$ cat src/rtl/ls_mem_ctrl.sv
// ----------------------------------------------------------------------------
// ls_mem_ctrl
//
// Load/store sequencer between the load-store station's register-read stage
// and the data-memory port. It accepts one op at a time, issues a single
// memory request, waits out a variable memory latency, and broadcasts the
// result on the CDB once a slot is granted. Misaligned addresses bypass
// memory and complete immediately with an exception. A branch recovery that
// names the in-flight op cancels its broadcast.
//
// Ports
//   clk, rst             clock; asynchronous active-low reset
//   in_*                 issued op (valid, rob, dest preg, base, store data,
//                        16-bit offset, load/store select)
//   recover/rob_num_rec  branch recovery and the ROB number being flushed
//   mem_*                memory request / write enable / address / wdata,
//                        ack and load data back
//   cdb_req/cdb_grant    CDB slot request and grant
//   cmpl_*               completion fields broadcast while cdb_req is high
//   lsc_busy             high whenever an op is in flight (stalls station)
// ----------------------------------------------------------------------------
module ls_mem_ctrl #(
    parameter int DATA_W = 32,
    parameter int ROB_W  = 4,
    parameter int PREG_W = 6
) (
    input  logic              clk,
    input  logic              rst,
    input  logic              in_valid,
    input  logic [ROB_W-1:0]  in_rob,
    input  logic [PREG_W-1:0] in_p_rd,
    input  logic [DATA_W-1:0] in_base,
    input  logic [DATA_W-1:0] in_sdata,
    input  logic [15:0]       in_immed,
    input  logic              in_ren,
    input  logic              in_wen,
    input  logic              recover,
    input  logic [ROB_W-1:0]  rob_num_rec,
    output logic              mem_req,
    output logic              mem_we,
    output logic [DATA_W-1:0] mem_addr,
    output logic [DATA_W-1:0] mem_wdata,
    input  logic              mem_ack,
    input  logic [DATA_W-1:0] mem_rdata,
    output logic              cdb_req,
    input  logic              cdb_grant,
    output logic [ROB_W-1:0]  cmpl_rob,
    output logic [PREG_W-1:0] cmpl_p_rd,
    output logic              cmpl_regdest,
    output logic [DATA_W-1:0] cmpl_data,
    output logic              cmpl_exc,
    output logic              lsc_busy
);

    typedef enum logic [1:0] {
        IDLE = 2'd0,
        REQ  = 2'd1,
        CMPL = 2'd2
    } state_t;

    state_t              r_state;
    logic [ROB_W-1:0]    r_rob;
    logic [PREG_W-1:0]   r_p_rd;
    logic                r_ren;
    logic                r_squash;

    logic                r_mem_req;
    logic                r_mem_we;
    logic [DATA_W-1:0]   r_mem_addr;
    logic [DATA_W-1:0]   r_mem_wdata;
    logic                r_cdb_req;
    logic [ROB_W-1:0]    r_cmpl_rob;
    logic [PREG_W-1:0]   r_cmpl_p_rd;
    logic                r_cmpl_regdest;
    logic [DATA_W-1:0]   r_cmpl_data;
    logic                r_cmpl_exc;
    logic                r_busy;

    // Effective address wraps modulo 2^DATA_W; offset is sign-extended.
    logic [DATA_W-1:0]   w_addr;
    logic                w_accept;
    logic                w_rec_hit;

    assign w_addr    = in_base + {{(DATA_W-16){in_immed[15]}}, in_immed};
    assign w_accept  = in_valid && (in_ren ^ in_wen) &&
                       !(recover && (rob_num_rec == in_rob));
    assign w_rec_hit = recover && (rob_num_rec == r_rob);

    // NOTE: every register, including the holding latches, is reset so that
    // all outputs read 0 straight out of reset and after a mid-flight abort.
    always_ff @(posedge clk or negedge rst) begin
        if (!rst) begin
            r_state        <= IDLE;
            r_rob          <= '0;
            r_p_rd         <= '0;
            r_ren          <= 1'b0;
            r_squash       <= 1'b0;
            r_mem_req      <= 1'b0;
            r_mem_we       <= 1'b0;
            r_mem_addr     <= '0;
            r_mem_wdata    <= '0;
            r_cdb_req      <= 1'b0;
            r_cmpl_rob     <= '0;
            r_cmpl_p_rd    <= '0;
            r_cmpl_regdest <= 1'b0;
            r_cmpl_data    <= '0;
            r_cmpl_exc     <= 1'b0;
            r_busy         <= 1'b0;
        end else begin
            // NOTE: non-blocking assignments throughout, so every branch below
            // reads the state as it was at the start of the cycle.
            case (r_state)
                IDLE: begin
                    if (w_accept) begin
                        r_rob  <= in_rob;
                        r_p_rd <= in_p_rd;
                        r_ren  <= in_ren;
                        r_busy <= 1'b1;
                        if (w_addr[1:0] != 2'b00) begin
                            // Misaligned: never touches memory.
                            r_state        <= CMPL;
                            r_cdb_req      <= 1'b1;
                            r_cmpl_rob     <= in_rob;
                            r_cmpl_p_rd    <= in_ren ? in_p_rd : '0;
                            r_cmpl_regdest <= 1'b0;
                            r_cmpl_data    <= '0;
                            r_cmpl_exc     <= 1'b1;
                        end else begin
                            r_state     <= REQ;
                            r_mem_req   <= 1'b1;
                            r_mem_we    <= in_wen;
                            r_mem_addr  <= w_addr;
                            r_mem_wdata <= in_wen ? in_sdata : '0;
                        end
                    end
                end

                REQ: begin
                    // The request is never retracted; a squash only
                    // suppresses the broadcast once memory has answered.
                    if (w_rec_hit) begin
                        r_squash <= 1'b1;
                    end
                    if (mem_ack) begin
                        r_mem_req   <= 1'b0;
                        r_mem_we    <= 1'b0;
                        r_mem_addr  <= '0;
                        r_mem_wdata <= '0;
                        if (r_squash || w_rec_hit) begin
                            r_state  <= IDLE;
                            r_busy   <= 1'b0;
                            r_squash <= 1'b0;
                        end else begin
                            r_state        <= CMPL;
                            r_cdb_req      <= 1'b1;
                            r_cmpl_rob     <= r_rob;
                            r_cmpl_p_rd    <= r_ren ? r_p_rd : '0;
                            r_cmpl_regdest <= r_ren;
                            r_cmpl_data    <= r_ren ? mem_rdata : '0;
                            r_cmpl_exc     <= 1'b0;
                        end
                    end
                end

                CMPL: begin
                    // A matching recover wins over a same-cycle grant.
                    if (w_rec_hit || cdb_grant) begin
                        r_state        <= IDLE;
                        r_busy         <= 1'b0;
                        r_squash       <= 1'b0;
                        r_cdb_req      <= 1'b0;
                        r_cmpl_rob     <= '0;
                        r_cmpl_p_rd    <= '0;
                        r_cmpl_regdest <= 1'b0;
                        r_cmpl_data    <= '0;
                        r_cmpl_exc     <= 1'b0;
                    end
                end

                default: begin
                    r_state <= IDLE;
                    r_busy  <= 1'b0;
                end
            endcase
        end
    end

    assign mem_req      = r_mem_req;
    assign mem_we       = r_mem_we;
    assign mem_addr     = r_mem_addr;
    assign mem_wdata    = r_mem_wdata;
    assign cdb_req      = r_cdb_req;
    assign cmpl_rob     = r_cmpl_rob;
    assign cmpl_p_rd    = r_cmpl_p_rd;
    assign cmpl_regdest = r_cmpl_regdest;
    assign cmpl_data    = r_cmpl_data;
    assign cmpl_exc     = r_cmpl_exc;
    assign lsc_busy     = r_busy;

endmodule

$ cat config.mk
export PLATFORM = sky130hd
export DESIGN_NAME = ls_mem_ctrl
export DESIGN_NICKNAME = d
export VERILOG_FILES = /design/src/rtl/ls_mem_ctrl.sv
export SDC_FILE = /design/constraint.sdc
export NUM_CORES = 1
export LEC_CHECK = 0
export ABC_AREA = 1
export CORE_MARGIN = 1
export CORE_UTILIZATION = 40
export CTS_CLUSTER_DIAMETER = 30
export DETAILED_ROUTE_END_ITERATION = 12
export GPL_TIMING_DRIVEN = 0
export PLACE_DENSITY = 0.75
export SETUP_SLACK_MARGIN = 0.02
export SYNTH_ARGS = -nofsm -noshare
export SYNTH_HDL_FRONTEND = slang
export SYNTH_SLANG_ARGS = --single-unit
$ cat constraint.sdc
create_clock -name clk -period 2.12 [get_ports clk]
set_input_delay 0.636 -clock clk [delete_from_list [all_inputs] [get_ports clk]]
set_output_delay 0.636 -clock clk [all_outputs]
set_load 0.1 [all_outputs]
==> impl_metrics.tcl, run 1 <==
set metrics [dict create \
    diodes 0 \
    cts_made_buffers 17 \
    clock_skew_ns 0.00649 \
    rr_worst_depth 12 \
    drive_above_1_share_pct 22.7 \
    portBuffers 244 \
    cts_sinks 126 \
    endpoint_kind "flip-flop" \
    clk_path_buf_depth 2 \
    final_util_pct 67.0 \
    report.final.hold_viol_count 0 \
    place.gp.congestion 0.928 \
    failed_checks "setup timing" \
    drt_iter0_drc 424 \
    cp_data_required_time_ns 2.47 \
    post-synth-top-count-cell "nand2_1" \
    worstPathArrival_ns 2.57 \
    p_per_area_nw_per_um2 1530 \
    synth_top_area_share_pct 40.2 \
    startpoint_type "primary input" \
    num_rows 50 \
    yosysWarningCount 0 \
    relSlewSlack_pct 57.1 \
    final.setup.worst_slack_ns -0.103 \
    grt_max_degree 65 \
    finalSetupViolCount 23 \
    critPathMaxStageDelay_ns 0.48 \
    area_growth_pct 62.0 \
    antenna_found_initial 0 \
    wl_per_cell_um 15.4 \
    crit_family "buffers and inverters" \
    maxSlewViolCount 0 \
    start_util_pct 41.4 \
    wirelength_mm 26.5 \
    path_max_fanout 2 \
    outcome "complete, but fails checks" \
    path_clk_slew_ns 0.06 \
    placed_area_um2 10800 \
    nFillCells 1546 \
    grt_setup_unrepaired "true" \
    hold_class "primary input to async pin" \
    drtPass1Iterations 5 \
    grt-ovfl-total 0 \
    root_buffer "clkbuf_16" \
    p_leak_nw 6.32 \
    vdd_ir_drop_max_uv 837 \
    ant_nets 0 \
    crit_cells 13 \
    die_x_um 142 \
    crit_chain "buf_6 -> ha_4 -> fa_1 -> nor2_2 -> nand2_2 -> buf_4 -> buf_6 -> buf_4 -> buf_4 -> buf_4 -> buf_4 -> buf_4 -> o21ai_2" \
    path_buf_inv 8 \
    htreeDepth 4 \
    synth.cell_area_um2 7840 \
    synth.distinct_cells 31 \
    ys_seq_area_share_pct 40.2 \
    worst_slew_pin_slew_ns 0.643 \
    fin_tns_setup_ns -0.739 \
    vias 8626 \
    cap_violations 0 \
    fin_area_um2 12700 \
    synth.avg_cell_area_um2 6.80 \
    syn_inst 1153 \
    period_share_pct 105 \
    final_nets 1618 \
    drc_errors 0 \
    synth_edf_count 0 \
    io_pins 246 \
    via_per_inst 5.01 \
    cts_hold_buf 0 \
    cts_tree "built" \
    hpwl_mm 18.5 \
    die_y_um 142 \
    grt_util_all_layers_pct 25.3 \
    die_area_um2 20200 \
    grt_pass1_wl_mm 39.8 \
    ys.flop_type "dfrtp_1" \
    crit_slowest_cell "fa_1" \
    synth.area.top_cells "dfrtp_1, nand2_1, inv_1" \
    synthTopCellsByCount "nand2_1, inv_1, dfrtp_1, o21ai_0, nand3_1" \
    cp_common_cell "buf_4" \
    synth_fp_nets 1323 \
    timing.hold.ws_ns 0.196 \
    clkLatencyLatePin_ns 0.42 \
    period_needed_ns 2.22 \
    path_class "primary input to flip-flop" \
    fmax_ghz 0.450 \
    ys_seq_elements 126 \
    core_um2 19000 \
    async_flop_share_pct 100 \
    post-synth-top-area-cell "dfrtp_1" \
    first_global_vias 8233 \
]
## flip-flops by register name, indices dropped and copies added (netlist names), 2 cells and up
signal	flops
r_state	2
cmpl_data	32
cmpl_rob	4
r_rob	4
mem_wdata	32
cmpl_p_rd	6
r_p_rd	6
mem_addr	32
## area by class of cell
cell class,instances,area [um^2],area share (%)
tap,260,325,2.56
sequential,126,3150,24.8
multi-input combinational,848,4670,36.7
clock buffer,18,429,3.38
clock inverter,14,229,1.80
buffer,39,383,3.01
inverter,139,522,4.11
timing repair buffer,277,2990,23.6
## cell families (layout without fill, tap and decap cells)
family | count (synthesis) | in the layout | synth area share, %
simple gates | 674 | 675 | 34.7
flops | 126 | 126 | 40.2
compound gates | 120 | 120 | 7.93
buf+inv | 180 | 487 | 9.39
fa+ha+maj | 36 | 36 | 5.84
xor+xnor | 17 | 17 | 1.90
## path summary, 6_finish.rpt
check	slack [ns]	from	end
max in group asynchronous	1.17	rst	mem_addr[11]
min in group clk	0.47	mem_addr[1]	mem_addr[1]
worst max-delay path	-0.10	in_base[0]	r_state[0]
worst min register to register	0.47	mem_addr[1]	mem_addr[1]
worst max register to register	0.01	r_state[1]	mem_wdata[26]
worst min-delay path	0.20	rst	cmpl_data[14]
## per-layer routing
metal	vias up	track usage [%]	wire, um	share of wire (%)
li1	4197	-	-	-
met1	4050	30.3	10800	41
met2	322	44.9	13400	50
met3	57	4.00	1500	5.6
met4	0	10.8	826	3.1
met5	-	0	0	0
## placed cells by master (no fill, tap or decap), types with 8 or more instances in the layout
| master | Yosys | routed |
|---|---|---|
| o21ai_1 | 3 | 49 |
| ha_4 | 0 | 25 |
| buf_6 | 5 | 10 |
| nor2_2 | 0 | 8 |
| a21oi_1 | 25 | 16 |
| ha_1 | 35 | 9 |
| xnor2_1 | 16 | 16 |
| inv_1 | 137 | 136 |
| nand2_1 | 492 | 456 |
| nand3_1 | 77 | 52 |
| clkbuf_16 | 0 | 21 |
| nand2_2 | 1 | 30 |
| clkdlybuf4s15_2 | 0 | 113 |
| clkdlybuf4s50_1 | 0 | 123 |
| dfrtp_1 | 126 | 126 |
| a21oi_2 | 0 | 9 |
| nor2_1 | 75 | 66 |
| buf_4 | 4 | 22 |
| nand3_2 | 2 | 23 |
| clkbuf_1 | 26 | 13 |
| o22ai_1 | 9 | 9 |
| o21ai_0 | 79 | 28 |
## repair_timing
| action | in CTS | in global routing |
|---|---|---|
| gates cloned | 6 | 3 |
| pin swaps | 18 | 27 |
| resized for setup | 413 | 117 |
| setup endpoints to repair | 224 | 116 |
| buffers inserted | 18 | 9 |
| hold endpoints to repair | 0 | 0 |
## stage by stage
step                      instances  setup slack [ns]  power, mW
after floorplan                1153           -0.0980       12.1
after global placement         1657             -4.82       15.0
after detailed placement       1658             -1.11       15.1
after CTS                      1713           -0.0202       18.9
after global routing           1721            -0.159       20.2
final                          1721            -0.103       19.4
## report_power, final
| part | total (mW) | switching [mW] | internal [mW] |
|---|---|---|---|
| combinational | 12.2 | 9.00 | 3.23 |
| clock | 3.31 | 1.20 | 2.12 |
| sequential | 3.87 | 0.560 | 3.31 |
Power figures use the tool's default switching activity.
==> run 2, diff against run 1 <==
CORE_MARGIN = default   (was 1)
GPL_TIMING_DRIVEN = 1   (was 0)
==> impl_metrics.tcl, run 2 (same netlist as run 1, synthesis figures left out) <==
set metrics [dict create \
    outcome "complete, but fails checks" \
    failed_checks "setup timing" \
    antenna_found_initial 0 \
    period_needed_ns 2.17 \
    clkLatencyLatePin_ns 0.41 \
    wirelength_mm 27.2 \
    highest_layer "met4" \
    stdcell_count 1752 \
    cap_violations 0 \
    cts_hold_buf 0 \
    diodes 0 \
    cts_made_buffers 17 \
    met2_length_mm 13.6 \
    cp_data_required_time_ns 2.46 \
    dpl_worst_slack_ns -0.786 \
    path_max_fanout 6 \
    report.final.hold_viol_count 0 \
    num_rows 50 \
    start_util_pct 41.4 \
    rrSetupSlack_ns 0.14 \
    area_growth_pct 76.3 \
    vias 8767 \
    finalSetupViolCount 28 \
    root_buffer "clkbuf_16" \
    endpoint_kind "flip-flop" \
    core_um2 19000 \
    wl_met3_mm 1.57 \
    most-common-layout-cells "nand2_1, inv_1, dfrtp_1, buf_12, clkdlybuf4s50_1" \
    relSlewSlack_pct 72.2 \
    wl_per_cell_um 15.5 \
    die_x_um 142 \
    final_nets 1650 \
    wl_met1_mm 10.9 \
    grt_pass1_wl_mm 41.6 \
    period_share_pct 102 \
    drive_above_1_share_pct 23.2 \
    vdd_ir_drop_max_uv 1020 \
    grt_setup_unrepaired "true" \
    hpwl_mm 18.3 \
    startpoint_type "primary input" \
    fmax_ghz 0.460 \
    final_util_pct 72.9 \
    first_global_vias 8657 \
    worstPathArrival_ns 2.51 \
    clock_skew_ns 0.00944 \
    cts_tree "built" \
    via_per_inst 5.00 \
    io_pins 246 \
    path_class "primary input to flip-flop" \
    die_area_um2 20200 \
    placed_area_um2 12300 \
    dp.cells 1702 \
    worst_slew_pin_slew_ns 0.417 \
    final.setup.worst_slack_ns -0.0522 \
    cts_sinks 126 \
    drc_errors 0 \
    drtPass1Iterations 7 \
    maxSlewViolCount 0 \
    place.gp.congestion 0.946 \
    fin_area_um2 13800 \
    path_clk_slew_ns 0.06 \
    final_common_cell "nand2_1" \
    p_per_area_nw_per_um2 1520 \
    grt-ovfl-total 0 \
    clk_path_buf_depth 2 \
    drt_iter0_drc 560 \
    hold_class "primary input to async pin" \
    ant_nets 0 \
    fin_tns_setup_ns -0.503 \
    grt_max_degree 47 \
    grt_util_all_layers_pct 26.1 \
    portBuffers 245 \
    die_y_um 142 \
    htreeDepth 4 \
    p_leak_nw 7.02 \
]
-- run 2: cell types whose count changed in the layout (fill, tap and decap cells not counted), moves of 5 or more --
cell	delta
clkbuf_8	-6
nand2_4	-7
nand2_2	-12
buf_8	-6
buf_6	-5
clkdlybuf4s15_2	-110
nand2_1	+19
buf_12	+120
buf_4	+58
clkbuf_1	-13
-- run 2: report_power, final --
part | internal (mW) | total [mW] | switching, mW
Clock | 1.88 | 3.01 | 1.13
Sequential | 3.31 | 4.27 | 0.959
Combinational | 4.88 | 13.7 | 8.84
Total | 10.1 | 21.0 | 10.9
-- run 2: what timing repair did --
| action | 4_1_cts | 5_1_grt |
|---|---|---|
| setup endpoints to repair | 111 | 98 |
| pin swaps | 16 | 31 |
| resized for setup | 50 | 73 |
| buffers inserted | 8 | 3 |
| gates cloned | 6 | 4 |
-- run 2: layout make-up --
| type | instances | area [um^2] |
|---|---|---|
| inverter | 139 | 522 |
| sequential | 126 | 3150 |
| fill | 1342 | 5130 |
| clock inverter | 13 | 164 |
| tap | 260 | 325 |
| clock buffer | 18 | 439 |
| multi-input combinational | 847 | 4510 |
| timing repair buffer | 349 | 4710 |
-- run 2: final timing paths --
check | startpoint | endpoint | depth (start not counted)
max | in_base[0] | mem_wdata[24] | 13
min | rst | cmpl_data[14] | 1
max reg2reg | r_state[0] | mem_wdata[24] | 11
min reg2reg | r_p_rd[1] | r_p_rd[1] | 2
max in group asynchronous | rst | mem_addr[18] | 2
min in group clk | r_p_rd[1] | r_p_rd[1] | 2
-- run 2: through the flow --
stage	power, mW	hold WS, ns
detailed placement	17.3	0.477
global placement	17.1	0.466
finish	21.0	0.162
floorplan	12.1	0.340
CTS	20.7	0.159
global route	21.8	0.167
-- run 2: layer usage --
layer | vias to the layer above | GRT usage [%]
li1 | 4247 | -
met1 | 4059 | 30.8
met2 | 372 | 45.3
met3 | 89 | 4.85
met4 | 0 | 13.8
met5 | - | 0
-- run 2: worst max-delay path: stages --
cell       delay, ns
buf_6           0.10
ha_4            0.16
fa_1            0.48
nor2_2          0.15
nand2_2         0.09
o21ai_4         0.09
nand3_4         0.10
nor2_4          0.16
buf_12          0.12
buf_12          0.12
clkbuf_16       0.16
nand3_2         0.06
nand2_1         0.08
==> run 3, diff against run 2 <==
DONT_BUFFER_PORTS = 1   (was default)
PLACE_DENSITY = 0.59   (was 0.75)
==> impl_metrics.tcl, run 3 (same netlist as run 1, synthesis figures left out) <==
set metrics [dict create \
    path_max_fanout 28 \
    final_nets 1460 \
    clkLatencyLatePin_ns 0.42 \
    p_sw_share_pct 57.6 \
    path_class "primary input to flip-flop" \
    grt_util_all_layers_pct 22.4 \
    rrSetupSlack_ns 0.30 \
    hpwl_mm 16.6 \
    vias 7569 \
    hold_class "primary input to async pin" \
    cts_sinks 126 \
    htreeDepth 4 \
    grt-ovfl-total 0 \
    seq_power_share_pct 21.2 \
    diodes 0 \
    drive_above_1_share_pct 15.9 \
    most-common-layout-cells "nand2_1, buf_4, inv_1" \
    r2r_end "cmpl_data[24]" \
    finalSetupViolCount 0 \
    startpoint_type "primary input" \
    dp.cells 1530 \
    drtPass1Iterations 5 \
    drt_iter0_drc 306 \
    drc_errors 0 \
    clkPwrFrac_pct 16.8 \
    worst_slew_pin_slew_ns 0.376 \
    core_um2 19000 \
    via_per_inst 4.84 \
    period_share_pct 91.6 \
    die_x_um 142 \
    maxSlewViolCount 0 \
    root_buffer "clkbuf_16" \
    nFillCells 1906 \
    p_leak_nw 5.64 \
    pwr-share-comb_pct 62.0 \
    first_global_vias 7222 \
    final_util_pct 52.1 \
    grt_max_degree 127 \
    internal_power_mw 7.38 \
    clk_path_buf_depth 2 \
    postCtsSetupRepairBufs 0 \
    timing.hold.ws_ns -0.0947 \
    p_sw_mw 10.0 \
    cts_tree "built" \
    vdd_ir_drop_max_uv 792 \
    fin_tns_setup_ns 0 \
    portBuffers 0 \
    register_area_um2 3150 \
    antenna_found_initial 0 \
    clock_skew_ns 0.0105 \
    start_util_pct 41.4 \
    num_rows 50 \
    failed_checks "hold timing" \
    worstPathArrival_ns 2.25 \
    place.gp.congestion 0.895 \
    endpoint_kind "flip-flop" \
    fmax_ghz 0.515 \
    die_area_um2 20200 \
    path_clk_slew_ns 0.06 \
    grt_pass1_wl_mm 35.5 \
    cp_data_required_time_ns 2.43 \
    p_per_area_nw_per_um2 1760 \
    stdcell_count 1563 \
    cts_made_buffers 17 \
    report.final.hold_viol_count 126 \
    rr_worst_depth 8 \
    grt_setup_unrepaired "false" \
    ant_nets 0 \
    multi_input_area_um2 4010 \
    io_pins 246 \
    final_common_cell "nand2_1" \
    outcome "complete, but fails checks" \
    wirelength_mm 22.4 \
    die_y_um 142 \
    cap_violations 0 \
    wl_per_cell_um 14.3 \
    area_growth_pct 26.0 \
    rr_startpoint "r_rob[2]" \
    relSlewSlack_pct 74.9 \
    period_needed_ns 1.94 \
]
[run 3: cell count changes in the layout (fill, tap and decap cells not counted), sizes merged, moves of 2 or more]
cell and change:
clkdlybuf4s50 -119, buf -57, dlymetal6s2s -7, inv +4, clkbuf -3, clkdlybuf4s15 -3
clkinv -2
[run 3: critical path, cell delays in order]
cell     delay, ns
ha_4          0.15
fa_1          0.49
nor2_2        0.12
nand2_1       0.08
o21ai_2       0.09
nand3_2       0.15
buf_4         0.22
buf_12        0.17
nand2_1       0.07
nand2_1       0.06
[run 3: what timing repair did]
action	CTS	global route
endpoints found under the setup margin	0	45
gates resized for setup	0	1
endpoints found under the hold margin	126	126
[run 3: power by group through the flow]
stage	Clock (mW)	Sequential (mW)	Combinational (mW)
floorplan	0	9.31	2.83
global placement	0	3.71	10.7
detailed placement	0	3.72	10.8
CTS	2.99	3.69	10.8
global route	3.08	3.78	11.4
finish	2.93	3.69	10.8
[run 3: worst max-delay path by stage]
stage / start / end / slack, ns
after floorplan: in_base[0] / mem_wdata[16] / -0.1
after global placement: in_base[0] / mem_wdata[12] / -0.25
after detailed placement: in_base[0] / mem_wdata[10] / -0.29
after CTS: in_base[0] / mem_addr[18] / 0.13
after global routing: in_base[0] / mem_wdata[3] / 0.04
final: in_base[0] / mem_wdata[10] / 0.18
[run 3: per-layer routing]
| metal | global-route usage [%] | vias to the layer above | routed length (um) |
|---|---|---|---|
| met2 | 37.1 | 237 | 10700 |
| met3 | 5.11 | 36 | 1490 |
| met1 | 27.9 | 3423 | 9600 |
| li1 | - | 3873 | - |
| met5 | 0 | - | 0 |
| met4 | 9.62 | 0 | 626 |
[run 3: cell type report]
| cell class | count | area share [%] |
|---|---|---|
| Multi-Input combinational cell | 847 | 40.6 |
| Sequential cell | 126 | 31.9 |
| Timing Repair Buffer | 159 | 13.0 |
| Inverter | 139 | 5.28 |
| Clock buffer | 18 | 4.35 |
| Tap cell | 260 | 3.29 |
| Clock inverter | 14 | 1.57 |
[run 3: per-stage QoR]
stage / power (mW) / worst slack (ns) / cell area [um^2]
6_report: 17.4 / 0.178 / 9880
4_1_cts: 17.5 / 0.133 / 9850
3_5_place_dp: 14.5 / -0.294 / 9270
3_3_place_gp: 14.4 / -0.247 / 9270
5_1_grt: 18.3 / 0.0442 / 9880
2_1_floorplan: 12.1 / -0.0980 / 7960
